**src/rtl/seg7_scan_decoder.sv**
```systemverilog
// Rebuilds BCD digits from a multiplexed active-high 7-segment bus and hands out whole frames.
// Define SEG7_HEX_DECODE_EN to accept the A-F patterns as valid digits.
module seg7_scan_decoder #(
    parameter int NUM_DIGITS = 4,
    parameter int STABLE_CNT = 3
) (
    input  logic                    clk,
    input  logic                    rst,
    input  logic [7:0]              seg,
    input  logic [NUM_DIGITS-1:0]   dig,
    input  logic                    frame_ready,
    input  logic                    err_clr,
    output logic                    frame_valid,
    output logic [4*NUM_DIGITS-1:0] frame_bcd,
    output logic [NUM_DIGITS-1:0]   frame_dp,
    output logic [NUM_DIGITS-1:0]   frame_blank,
    output logic [NUM_DIGITS-1:0]   frame_inv,
    output logic                    err,
    output logic                    overrun
);
    typedef enum logic [1:0] {S_IDLE, S_TRACK, S_HELD} state_t;

    localparam logic [3:0] STABLE_W = 4'(STABLE_CNT);

    state_t                  state_q, state_d;
    logic [3:0]              cnt_q, cnt_d;
    logic [7:0]              seg_q, seg_d;
    logic [NUM_DIGITS-1:0]   dig_q, dig_d;
    logic [4*NUM_DIGITS-1:0] wk_bcd_q, wk_bcd_d, fbcd_q, fbcd_d;
    logic [NUM_DIGITS-1:0]   wk_dp_q, wk_dp_d, wk_blank_q, wk_blank_d, wk_inv_q, wk_inv_d;
    logic [NUM_DIGITS-1:0]   fdp_q, fdp_d, fblank_q, fblank_d, finv_q, finv_d;
    logic [NUM_DIGITS-1:0]   captured_q, captured_d;
    logic                    fv_q, fv_d, err_q, err_d, ovr_q, ovr_d;

    logic       dig_onehot, same, capture;
    logic [3:0] dec_nib;
    logic       dec_blank, dec_inv;

    // The sample entering the input register is compared with the one already held,
    // so the capture lands on the edge that takes the STABLE_CNT-th identical sample.
    assign dig_onehot = $onehot(dig);
    assign same       = (dig == dig_q) && (seg == seg_q);

    always_comb begin
        dec_nib   = 4'hF;
        dec_blank = 1'b0;
        dec_inv   = 1'b0;
        case (seg[6:0])
            7'h00: begin dec_nib = 4'h0; dec_blank = 1'b1; end
            7'h3F: dec_nib = 4'h0;
            7'h06: dec_nib = 4'h1;
            7'h5B: dec_nib = 4'h2;
            7'h4F: dec_nib = 4'h3;
            7'h66: dec_nib = 4'h4;
            7'h6D: dec_nib = 4'h5;
            7'h7D: dec_nib = 4'h6;
            7'h07: dec_nib = 4'h7;
            7'h7F: dec_nib = 4'h8;
            7'h6F: dec_nib = 4'h9;
`ifdef SEG7_HEX_DECODE_EN
            7'h77: dec_nib = 4'hA;
            7'h7C: dec_nib = 4'hB;
            7'h39: dec_nib = 4'hC;
            7'h5E: dec_nib = 4'hD;
            7'h79: dec_nib = 4'hE;
            7'h71: dec_nib = 4'hF;
`endif
            default: dec_inv = 1'b1;
        endcase
    end

    always_comb begin
        state_d = state_q;
        cnt_d   = cnt_q;
        capture = 1'b0;
        case (state_q)
            S_IDLE: begin
                if (dig_onehot) begin
                    state_d = S_TRACK;
                    cnt_d   = 4'd1;
                end else begin
                    cnt_d = 4'd0;
                end
            end
            S_TRACK: begin
                if (!dig_onehot) begin
                    state_d = S_IDLE;
                    cnt_d   = 4'd0;
                end else if (same) begin
                    cnt_d = cnt_q + 4'd1;
                    if (cnt_d == STABLE_W) begin
                        capture = 1'b1;
                        state_d = S_HELD;
                    end
                end else begin
                    cnt_d = 4'd1;
                end
            end
            S_HELD: begin
                if (!dig_onehot) begin
                    state_d = S_IDLE;
                    cnt_d   = 4'd0;
                end else if (!same) begin
                    state_d = S_TRACK;
                    cnt_d   = 4'd1;
                end
            end
            default: begin
                state_d = S_IDLE;
                cnt_d   = 4'd0;
            end
        endcase
    end

    always_comb begin
        seg_d      = seg;
        dig_d      = dig;
        wk_bcd_d   = wk_bcd_q;
        wk_dp_d    = wk_dp_q;
        wk_blank_d = wk_blank_q;
        wk_inv_d   = wk_inv_q;
        captured_d = captured_q;
        fbcd_d     = fbcd_q;
        fdp_d      = fdp_q;
        fblank_d   = fblank_q;
        finv_d     = finv_q;
        fv_d       = fv_q & ~frame_ready;
        err_d      = err_q & ~err_clr;
        ovr_d      = ovr_q & ~err_clr;
        if (capture) begin
            for (int i = 0; i < NUM_DIGITS; i++) begin
                if (dig[i]) begin
                    wk_bcd_d[4*i +: 4] = dec_nib;
                    wk_dp_d[i]         = seg[7];
                    wk_blank_d[i]      = dec_blank;
                    wk_inv_d[i]        = dec_inv;
                end
            end
            captured_d = captured_q | dig;
            if (dec_inv) err_d = 1'b1;
            if (&captured_d) begin
                captured_d = '0;
                // An unaccepted frame is kept; the newer one is dropped and flagged.
                if (fv_q && !frame_ready) begin
                    ovr_d = 1'b1;
                end else begin
                    fbcd_d   = wk_bcd_d;
                    fdp_d    = wk_dp_d;
                    fblank_d = wk_blank_d;
                    finv_d   = wk_inv_d;
                    fv_d     = 1'b1;
                end
            end
        end
    end

    always_ff @(posedge clk) begin
        if (rst) begin
            state_q    <= S_IDLE;
            cnt_q      <= '0;
            seg_q      <= '0;
            dig_q      <= '0;
            wk_bcd_q   <= '0;
            wk_dp_q    <= '0;
            wk_blank_q <= '0;
            wk_inv_q   <= '0;
            captured_q <= '0;
            fbcd_q     <= '0;
            fdp_q      <= '0;
            fblank_q   <= '0;
            finv_q     <= '0;
            fv_q       <= 1'b0;
            err_q      <= 1'b0;
            ovr_q      <= 1'b0;
        end else begin
            state_q    <= state_d;
            cnt_q      <= cnt_d;
            seg_q      <= seg_d;
            dig_q      <= dig_d;
            wk_bcd_q   <= wk_bcd_d;
            wk_dp_q    <= wk_dp_d;
            wk_blank_q <= wk_blank_d;
            wk_inv_q   <= wk_inv_d;
            captured_q <= captured_d;
            fbcd_q     <= fbcd_d;
            fdp_q      <= fdp_d;
            fblank_q   <= fblank_d;
            finv_q     <= finv_d;
            fv_q       <= fv_d;
            err_q      <= err_d;
            ovr_q      <= ovr_d;
        end
    end

    assign frame_valid = fv_q;
    assign frame_bcd   = fbcd_q;
    assign frame_dp    = fdp_q;
    assign frame_blank = fblank_q;
    assign frame_inv   = finv_q;
    assign err         = err_q;
    assign overrun     = ovr_q;
endmodule
```
**config.mk**
```make
export PLATFORM = sky130hd
export DESIGN_NAME = seg7_scan_decoder
export DESIGN_NICKNAME = d
export VERILOG_FILES = /design/src/rtl/seg7_scan_decoder.sv
export SDC_FILE = /design/constraint.sdc
export NUM_CORES = 1
export LEC_CHECK = 0
export ABC_AREA = 1
export BUFFER_PORTS_ARGS = -buffer_cell sky130_fd_sc_hd__buf_2
export CAP_MARGIN = 15
export CORE_ASPECT_RATIO = 1.2
export CORE_UTILIZATION = 55
export DETAILED_ROUTE_END_ITERATION = 16
export PLACE_DENSITY = 0.8
export SLEW_MARGIN = 20
export SYNTH_ARGS = -nofsm -noshare
export SYNTH_HDL_FRONTEND = slang
export SYNTH_SLANG_ARGS = --single-unit
```
**constraint.sdc**
```tcl
create_clock -name clk -period 8.2 [get_ports clk]
set_input_delay 1.64 -clock clk [delete_from_list [all_inputs] [get_ports clk]]
set_output_delay 1.64 -clock clk [all_outputs]
set_load 0.02 [all_outputs]
```
==> results.json <==
{
  "tightest_slew_ns": 0.599,
  "synth-async-reset-ratio": 0,
  "ios": 47,
  "worst_ep_required_time_ns": 8.46,
  "yosys_warnings": 0,
  "post-cts-setup-buffer-count": 0,
  "synthFlopType": "dfxtp_1",
  "multi_input_area_mm2": 0.00193,
  "grt_max_degree": 45,
  "post-route-drc-count": 0,
  "std_cell_rows": 34,
  "clock_latency_ns": 0.36,
  "wire_per_inst_um": 11.6,
  "vias_per_cell": 4.86,
  "netlist_top_cells_area": "dfxtp_1, nand2_1, nor2_1",
  "path_max_fanout": 44,
  "cts.repair.resized": 0,
  "clockRootBuffer": "clkbuf_8",
  "avgSynthCellArea_um2": 6.41,
  "hp-class": "reg2reg",
  "cp-start-kind": "input port",
  "cts_tree": "built",
  "whs_ns": 0.441,
  "ys_seq_area_frac": 0.397,
  "power-per-cell-area_mw_per_mm2": 173,
  "grt_overflow_total": 0,
  "layout_commonest_cell": "nand2_1",
  "synthCells": 637,
  "min_period_ns": 4.29,
  "leakagePower_nw": 2.27,
  "initial_core_util": 0.565,
  "finalSetupTns_ns": 0,
  "finClkSkew_ns": 0.0131,
  "report.final.setup_viol": 0,
  "slew_violations": 0,
  "synth_edf_count": 0,
  "finalNetCount": 694,
  "grt.total_usage": 0.248,
  "first_pass_iters": 5,
  "status": "complete, no violations",
  "cts_buffer_depth": 2,
  "ctsHoldBuffers": 0,
  "rsz0062_at_grt": "no",
  "synth_nets": 658,
  "area.sequential_mm2": 0.00162,
  "diodes": 0,
  "cap_violations": 0,
  "synth_cell_types": 36,
  "fillerInstances": 719,
  "path_class": "in2reg",
  "slowest_stage": "fa_1",
  "place.gp.congestion": 0.881,
  "worstSetupEndpointType": "register",
  "power_mw": 0.775,
  "ys_ff_latch": 81,
  "core-area_mm2": 0.00723,
  "critical_path_arrival_ns": 4.54,
  "vias": 3736,
  "drt_wl_total_mm": 8.89,
  "syn_to_final_growth_pct": 9.89,
  "drt_iter0_markers": 229,
  "drive_gt1_frac": 0.136,
  "ant_nets": 0,
  "slew_headroom": 0.600,
  "synth.largest_area_cell": "dfxtp_1",
  "max_freq_mhz": 233,
  "cts_made_buffers": 9,
  "most-common-layout-cells": "nand2_1, nor2_1, inv_1, dfxtp_1, buf_2",
  "clock-sinks": 81,
  "path_common_cell": "inv_1",
  "dp.final_hpwl_mm": 6.34,
  "grt_pass1_vias": 3226,
  "die_y_um": 96.4,
  "synth_top_area_frac": 0.397,
  "max_stage_delay_ns": 0.51,
  "grt_antenna_before_repair": 0,
  "io_buffers": 46,
  "fin_crit_sh": 0.523,
  "crit_path_cell_trace": "buf_2, inv_1, fa_1, inv_1, ha_1, ha_1, nor3b_1, nand2_1, inv_1, nand4_4, nor2_1, nor2_1",
  "die_area_mm2": 0.00778,
  "timing.final.hold_violations": 0,
  "cts.htree.levels": 3,
  "grt_pass1_wl_mm": 14.5,
  "peakVddDrop_uv": 137,
  "synth_area_mm2": 0.00409,
  "die_w_um": 80.7,
  "clk_pin_slew_ns": 0.09
}
[final timing paths]
kind | start | depth (start not counted) | endpoint | slack, ns
max | dig[3] | 12 | frame_inv[0] | 3.91
min | wk_dp_q[1] | 2 | wk_dp_q[1] | 0.44
max reg2reg | cnt_q[0] | 9 | frame_inv[0] | 5.97
min reg2reg | wk_dp_q[1] | 2 | wk_dp_q[1] | 0.44
[Yosys cell counts (2+ instances only)]
library cell and number:
buf_4 3, xnor2_1 4, ha_1 4, o21ai_0 37, inv_2 7, o21ai_1 2
nand4_1 4, a21oi_1 16, nand3_1 12, clkinv_2 3, clkbuf_1 9, buf_6 7
nand3_2 2, buf_2 2, dfxtp_1 81, nor3_1 2, or2_2 2, nand2_4 3
a21oi_2 2, nor2_1 127, inv_1 86, nand2_1 205, nor2_2 4
[registers in the layout, indices dropped and copies added (netlist names)]
name / flops
overrun: 1
wk_inv_q: 4
frame_bcd: 16
cnt_q: 4
state_q: 2
seg_q: 8
frame_inv: 4
frame_dp: 4
frame_blank: 4
wk_dp_q: 4
wk_blank_q: 4
captured_q: 4
wk_bcd_q: 16
dig_q: 4
err: 1
frame_valid: 1
[final cells by class]
type                       count  area share
clock buffer                  11      0.0337
tap                           90      0.0251
sequential                    81       0.361
timing repair buffer          48      0.0546
clock inverter                 5      0.0142
multi-input combinational    436       0.429
inverter                      97      0.0819
[critical path, delay by kind of cell]
| kind | cells | cell delay, ns |
|---|---|---|
| AND/OR/NAND/NOR | 5 | 1.28 |
| adder cells (fa/ha/maj) | 3 | 0.95 |
| buffers and inverters | 4 | 0.66 |
[metrics by stage]
step	setup WS, ns	instances	area (µm²)	util
floorplan	4.00	637	4090	-
global placement	3.67	752	4270	0.591
detailed placement	3.52	752	4270	0.591
CTS	3.91	768	4490	0.621
global route	3.63	768	4490	0.621
finish	3.91	768	4490	0.621
[logic make-up (layout without fill, tap and decap cells)]
family,Yosys count,after routing,synth area share
simple gates,367,367,0.366
buf+inv,120,161,0.131
flops,81,81,0.397
compound gates,59,59,0.0757
fa+ha+maj,5,5,0.0172
xor+xnor,5,5,0.0126
[where the power goes]
part | total [mW] | internal [mW] | leakage, nW | switching, mW
Combinational | 0.0646 | 0.0193 | 1.51 | 0.0453
Clock | 0.311 | 0.159 | 0.106 | 0.152
Sequential | 0.400 | 0.397 | 0.656 | 0.00233
Total | 0.775 | 0.576 | 2.27 | 0.200
[metal layers]
layer	track usage	vias up	routed length, µm
met5	0	-	0
met3	0.0460	12	422
met1	0.306	1648	4070
li1	-	1976	-
met4	0.131	0	226
met2	0.409	100	4170
Power figures use the tool's default switching activity.
